`src/rtl/scratch_mem_arbiter.sv`:
```
// Arbiter for the single-ported scratch RAM shared by the stack sequencer, execute LD/ST port and debug port.
// Provides locked multi-beat ownership, debug anti-starvation and tagged one-cycle read-data return.
module scratch_mem_arbiter #(
  parameter int unsigned ADDR_W       = 8,
  parameter int unsigned DATA_W       = 10,
  parameter int unsigned STARVE_LIMIT = 15,
  parameter int unsigned LOCK_MAX     = 4
) (
  input  logic              clk,
  input  logic              reset_n,
  input  logic              stk_req,
  input  logic              ex_req,
  input  logic              dbg_req,
  input  logic              stk_we,
  input  logic              ex_we,
  input  logic              dbg_we,
  input  logic              stk_lock,
  input  logic              ex_lock,
  input  logic              dbg_lock,
  input  logic [ADDR_W-1:0] stk_addr,
  input  logic [ADDR_W-1:0] ex_addr,
  input  logic [ADDR_W-1:0] dbg_addr,
  input  logic [DATA_W-1:0] stk_wdata,
  input  logic [DATA_W-1:0] ex_wdata,
  input  logic [DATA_W-1:0] dbg_wdata,
  input  logic [DATA_W-1:0] mem_rdata,
  output logic              stk_gnt,
  output logic              ex_gnt,
  output logic              dbg_gnt,
  output logic              stk_rvalid,
  output logic              ex_rvalid,
  output logic              dbg_rvalid,
  output logic [DATA_W-1:0] rdata,
  output logic [ADDR_W-1:0] mem_addr,
  output logic              mem_we,
  output logic [DATA_W-1:0] mem_wdata,
  output logic              ex_stall
);

  localparam int unsigned LCNT_W = ($clog2(LOCK_MAX) + 1 > 3) ? $clog2(LOCK_MAX) + 1 : 3;
  localparam int unsigned SCNT_W = 8;
  localparam int unsigned SEL_W  = 2;

  localparam logic [SEL_W-1:0] SEL_STK = 2'd0;
  localparam logic [SEL_W-1:0] SEL_EX  = 2'd1;
  localparam logic [SEL_W-1:0] SEL_DBG = 2'd2;

  typedef enum logic [1:0] {ARB, OWN_STK, OWN_EX, OWN_DBG} state_e;

  state_e              state_q, state_d;
  logic [LCNT_W-1:0]   lock_cnt_q, lock_cnt_d;
  logic [SCNT_W-1:0]   starve_cnt_q, starve_cnt_d;
  logic                rd_pend_q, rd_pend_d;
  logic [SEL_W-1:0]    rd_tag_q, rd_tag_d;
  logic [ADDR_W-1:0]   addr_q;
  logic [DATA_W-1:0]   wdata_q;

  logic                gnt_any;
  logic [SEL_W-1:0]    sel;
  logic [SEL_W-1:0]    owner;
  logic                owner_req;
  logic                owner_lock;
  logic                sel_we;
  logic                sel_lock;
  logic [ADDR_W-1:0]   sel_addr;
  logic [DATA_W-1:0]   sel_wdata;

  // Arbitration, payload mux and lock state machine next-state.
  always_comb begin
    state_d    = state_q;
    lock_cnt_d = lock_cnt_q;
    sel        = SEL_STK;
    gnt_any    = 1'b0;
    owner      = SEL_STK;
    owner_req  = 1'b0;
    owner_lock = 1'b0;
    sel_we     = 1'b0;
    sel_lock   = 1'b0;
    sel_addr   = stk_addr;
    sel_wdata  = stk_wdata;

    case (state_q)
      OWN_STK: begin owner = SEL_STK; owner_req = stk_req; owner_lock = stk_lock; end
      OWN_EX:  begin owner = SEL_EX;  owner_req = ex_req;  owner_lock = ex_lock;  end
      OWN_DBG: begin owner = SEL_DBG; owner_req = dbg_req; owner_lock = dbg_lock; end
      default: ;
    endcase

    if (owner_req) begin
      sel     = owner;
      gnt_any = 1'b1;
    end else if (dbg_req && (starve_cnt_q == SCNT_W'(STARVE_LIMIT))) begin
      sel     = SEL_DBG;
      gnt_any = 1'b1;
    end else if (stk_req) begin
      sel     = SEL_STK;
      gnt_any = 1'b1;
    end else if (ex_req) begin
      sel     = SEL_EX;
      gnt_any = 1'b1;
    end else if (dbg_req) begin
      sel     = SEL_DBG;
      gnt_any = 1'b1;
    end

    if (!reset_n) begin
      gnt_any = 1'b0;
    end

    case (sel)
      SEL_EX:  begin sel_we = ex_we;  sel_lock = ex_lock;  sel_addr = ex_addr;  sel_wdata = ex_wdata;  end
      SEL_DBG: begin sel_we = dbg_we; sel_lock = dbg_lock; sel_addr = dbg_addr; sel_wdata = dbg_wdata; end
      default: begin sel_we = stk_we; sel_lock = stk_lock; sel_addr = stk_addr; sel_wdata = stk_wdata; end
    endcase

    // An owner still requesting keeps the lock until it drops lock or hits LOCK_MAX beats.
    if (owner_req) begin
      if (owner_lock && (lock_cnt_q < LCNT_W'(LOCK_MAX - 1))) begin
        lock_cnt_d = lock_cnt_q + LCNT_W'(1);
      end else begin
        state_d    = ARB;
        lock_cnt_d = '0;
      end
    end else begin
      state_d    = ARB;
      lock_cnt_d = '0;
      if (gnt_any && sel_lock && (LOCK_MAX > 1)) begin
        lock_cnt_d = LCNT_W'(1);
        case (sel)
          SEL_EX:  state_d = OWN_EX;
          SEL_DBG: state_d = OWN_DBG;
          default: state_d = OWN_STK;
        endcase
      end
    end
  end

  assign stk_gnt = gnt_any && (sel == SEL_STK);
  assign ex_gnt  = gnt_any && (sel == SEL_EX);
  assign dbg_gnt = gnt_any && (sel == SEL_DBG);

  // Debug starvation counter saturates at the limit.
  always_comb begin
    starve_cnt_d = starve_cnt_q;
    if (!dbg_req || dbg_gnt) begin
      starve_cnt_d = '0;
    end else if (starve_cnt_q != SCNT_W'(STARVE_LIMIT)) begin
      starve_cnt_d = starve_cnt_q + SCNT_W'(1);
    end
  end

  assign rd_pend_d = gnt_any && !sel_we;
  assign rd_tag_d  = gnt_any ? sel : rd_tag_q;

  assign mem_we    = gnt_any && sel_we;
  assign mem_addr  = gnt_any ? sel_addr  : addr_q;
  assign mem_wdata = gnt_any ? sel_wdata : wdata_q;

  assign stk_rvalid = reset_n && rd_pend_q && (rd_tag_q == SEL_STK);
  assign ex_rvalid  = reset_n && rd_pend_q && (rd_tag_q == SEL_EX);
  assign dbg_rvalid = reset_n && rd_pend_q && (rd_tag_q == SEL_DBG);
  assign rdata      = mem_rdata;
  assign ex_stall   = reset_n && ex_req && !ex_gnt;

  always_ff @(posedge clk) begin
    if (!reset_n) begin
      state_q      <= ARB;
      lock_cnt_q   <= '0;
      starve_cnt_q <= '0;
      rd_pend_q    <= 1'b0;
      rd_tag_q     <= SEL_STK;
      addr_q       <= '0;
      wdata_q      <= '0;
    end else begin
      state_q      <= state_d;
      lock_cnt_q   <= lock_cnt_d;
      starve_cnt_q <= starve_cnt_d;
      rd_pend_q    <= rd_pend_d;
      rd_tag_q     <= rd_tag_d;
      addr_q       <= mem_addr;
      wdata_q      <= mem_wdata;
    end
  end

endmodule

```
`config.mk`:
```
export PLATFORM = sky130hd
export DESIGN_NAME = scratch_mem_arbiter
export DESIGN_NICKNAME = d
export VERILOG_FILES = /design/src/rtl/scratch_mem_arbiter.sv
export SDC_FILE = /design/constraint.sdc
export NUM_CORES = 1
export LEC_CHECK = 0
export CORE_MARGIN = 2
export CORE_UTILIZATION = 42
export DETAILED_ROUTE_END_ITERATION = 10
export PLACE_DENSITY_LB_ADDON = 0.25
export SYNTH_ARGS = -nofsm -noshare
export SYNTH_HDL_FRONTEND = slang
export SYNTH_SLANG_ARGS = --single-unit
export TNS_END_PERCENT = 20
```
`constraint.sdc`:
```
create_clock -name clk -period 15.7 [get_ports clk]
set_clock_uncertainty 0.15 [all_clocks]
set_input_delay 4.71 -clock clk [delete_from_list [all_inputs] [get_ports clk]]
set_output_delay 4.71 -clock clk [all_outputs]
set_load 0.01 [all_outputs]
```
==> flow_summary.ini <==
[clocking]
cts_setup_buffers = 0
hold_buffers = 0
clk_latency_ns = 0.27
clockBufferDepth = 2
cts_tree = yes
cts.sinks = 34
cts_resized = 0
clkSlewWorstSetupHoldPaths_ns = 0.06
root_buffer = clkbuf_8
h-tree-depth = 2
cts_made_buffers = 5

[routing]
drtIter0Drc = 76
vias = 2046
ant_nets = 0
firstDrtPassIters = 4
routed_via_density = 5.49
wl_um = 5500
drc = 0
wl_per_cell_um = 14.7

[grt]
grt_max_degree = 43
grtUsageTotal = 0.212
grt_pass1_wl_um = 8830
overflow = 0
grt_pass1_vias = 2011
antenna_found_initial = 0

[layout]
nets = 401
drive_above_1_share = 0.0439
area_growth_pct = 46.7
final_cell_mix = clkdlybuf4s50_1 (90), dfxtp_1 (34), nor2_1 (30)
mostFrequentLayoutCell = clkdlybuf4s50_1
fin_util = 0.629
num_antenna_cells = 0

[critical_path]
path_class = input pin to primary output
worstPathRequired_ns = 10.84
worstPathArrival_ns = 8.72
crit_fanout = 23
critPathCaptureType = primary output
worstSetupStartpointType = input pin

[synthesis]
synth_area_per_cell_um2 = 7.97
ys_warn_count = 0
seq_area_frac_synth = 0.343
synth_edf_count = 0
async_reset_ff_frac = 0
synthXorXnorAreaFrac = 0.0221
netlist_area_um2 = 1980
synthMuxAreaShare = 0.0107
yosys.area_share.simple = 0.274
syn_nets = 330
synth-seq-cells = 34
synth_flop_cell = dfxtp_1
ys_types = 42
synthCells = 249
synth_compound_area_frac = 0.226
synth_fa_ha_area_frac = 0.0378
synth_top_family_by_area = simple AND/OR/NAND/NOR gates

[pwr]
power_per_cell_area_nw_per_um2 = 84.9
total_leakage_power_nw = 1.07
peakVddDrop_mv = 0.0505
fin_total_pwr_mw = 0.247

[sta]
final_hold_viol_count = 0
rsz0062_at_grt = false
finalSetupTns_ns = 0
fmax_mhz = 73.6
fin_ws_ns = 2.12
maxSlewHeadroom = 0.435
tightest_slew_ns = 0.847
finalMaxSlewViolations = 0
min_period_over_period = 0.865
whs_ns = 0.337
final-setup-viol-count = 0
fin_crit_ns = 13.58

[placement]
port_buffers = 90
place_hpwl_um = 3930
gp_congestion = 0.786
dp_slack_ns = 2.15

[die]
initial_core_util = 0.429
die_h_um = 72.7
die_w_um = 72.7
ios = 111
num_rows = 25
die_area_um2 = 5290
design.core.area_um2 = 4630

[hold_path]
hold_path.class = flip-flop to flip-flop

[run]
maxCapViolCount = 0

[run_status]
status = complete, no violations
[synth_stat cells, types with 2 or more instances]
cell	number	share of area
dfxtp_1	34	0.34
nor2_1	30	0.057
nand2_1	26	0.049
a221oi_1	19	0.084
o31ai_1	19	0.072
and2_1	18	0.057
clkbuf_1	16	0.030
a21oi_1	11	0.028
buf_4	10	0.038
ha_1	6	0.038
inv_1	6	0.011
o21ai_0	5	0.013
nand3_1	4	0.010
nor3_1	4	0.010
nor3b_1	4	0.015
nand2b_1	3	0.0095
xnor2_1	3	0.013
a22oi_1	2	0.0076
and3_1	2	0.0063
nor2b_1	2	0.0063
nor4_1	2	0.0063
or3_1	2	0.0063
xor2_1	2	0.0088
[final timing paths]
check                          startpoint                  endpoint  slack [ns]  cells past startpoint
min reg2reg      lock_cnt_q[0]$_SDFF_PN0_  lock_cnt_q[0]$_SDFF_PN0_        0.34                      1
max                                ex_req              mem_wdata[7]        2.12                      8
max reg2reg  starve_cnt_q[0]$_SDFFE_PP0P_     wdata_q[7]$_SDFF_PN0_       11.15                     10
min              lock_cnt_q[0]$_SDFF_PN0_  lock_cnt_q[0]$_SDFF_PN0_        0.34                      1
[cell families after synthesis]
| group | after synthesis |
|---|---|
| muxes | 2 |
| buffers and inverters | 34 |
| and+or+nand+nor | 106 |
| adders and majority gates | 6 |
| DFF | 34 |
| AOI/OAI and AO/OA | 62 |
| xor gates and xnor gates | 5 |
[metrics by stage]
stage	std cells	instance area (um^2)
2_1_floorplan	249	1980
3_3_place_gp	367	2830
3_5_place_dp	367	2830
4_1_cts	373	2910
5_1_grt	373	2910
6_report	373	2910
[report_power, final]
group          internal [mW]  switching (mW)  total (mW)
sequential            0.0932         0.00370      0.0969
combinational         0.0476          0.0403      0.0879
clock                 0.0338          0.0286      0.0624
[layout make-up]
cell class / instances / area [um^2]
inverters: 7 / 26.3
fillers: 445 / 1720
well taps: 54 / 67.6
multi-input cells: 181 / 1140
repair buffers: 91 / 908
flip-flops and latches: 34 / 681
clock buffers: 6 / 82.6
[worst max-delay path: stages]
cell and delay [ns]:
clkdlybuf4s50_1 0.60, nor3b_1 0.25, or4_4 0.57, ha_1 0.79
clkinv_1 0.69, a221oi_1 0.45, o31ai_1 0.14, clkdlybuf4s50_1 0.50
[sequential cells by signal (all words and copies together), names as in the netlist]
signal	count
wdata_q	10
starve_cnt_q	8
state_q	2
rd_tag_q	2
addr_q	8
rd_pend_q	1
lock_cnt_q	3
[layer usage]
| metal | GRT usage | part of all wire | wire length, um |
|---|---|---|---|
| met4 | 0.0761 | 0.013 | 74 |
| met2 | 0.388 | 0.50 | 2760 |
| met1 | 0.231 | 0.41 | 2280 |
| met5 | 0 | 0 | 0 |
| met3 | 0.0622 | 0.069 | 380 |
Note: power is estimated with default switching activity, not from simulation.
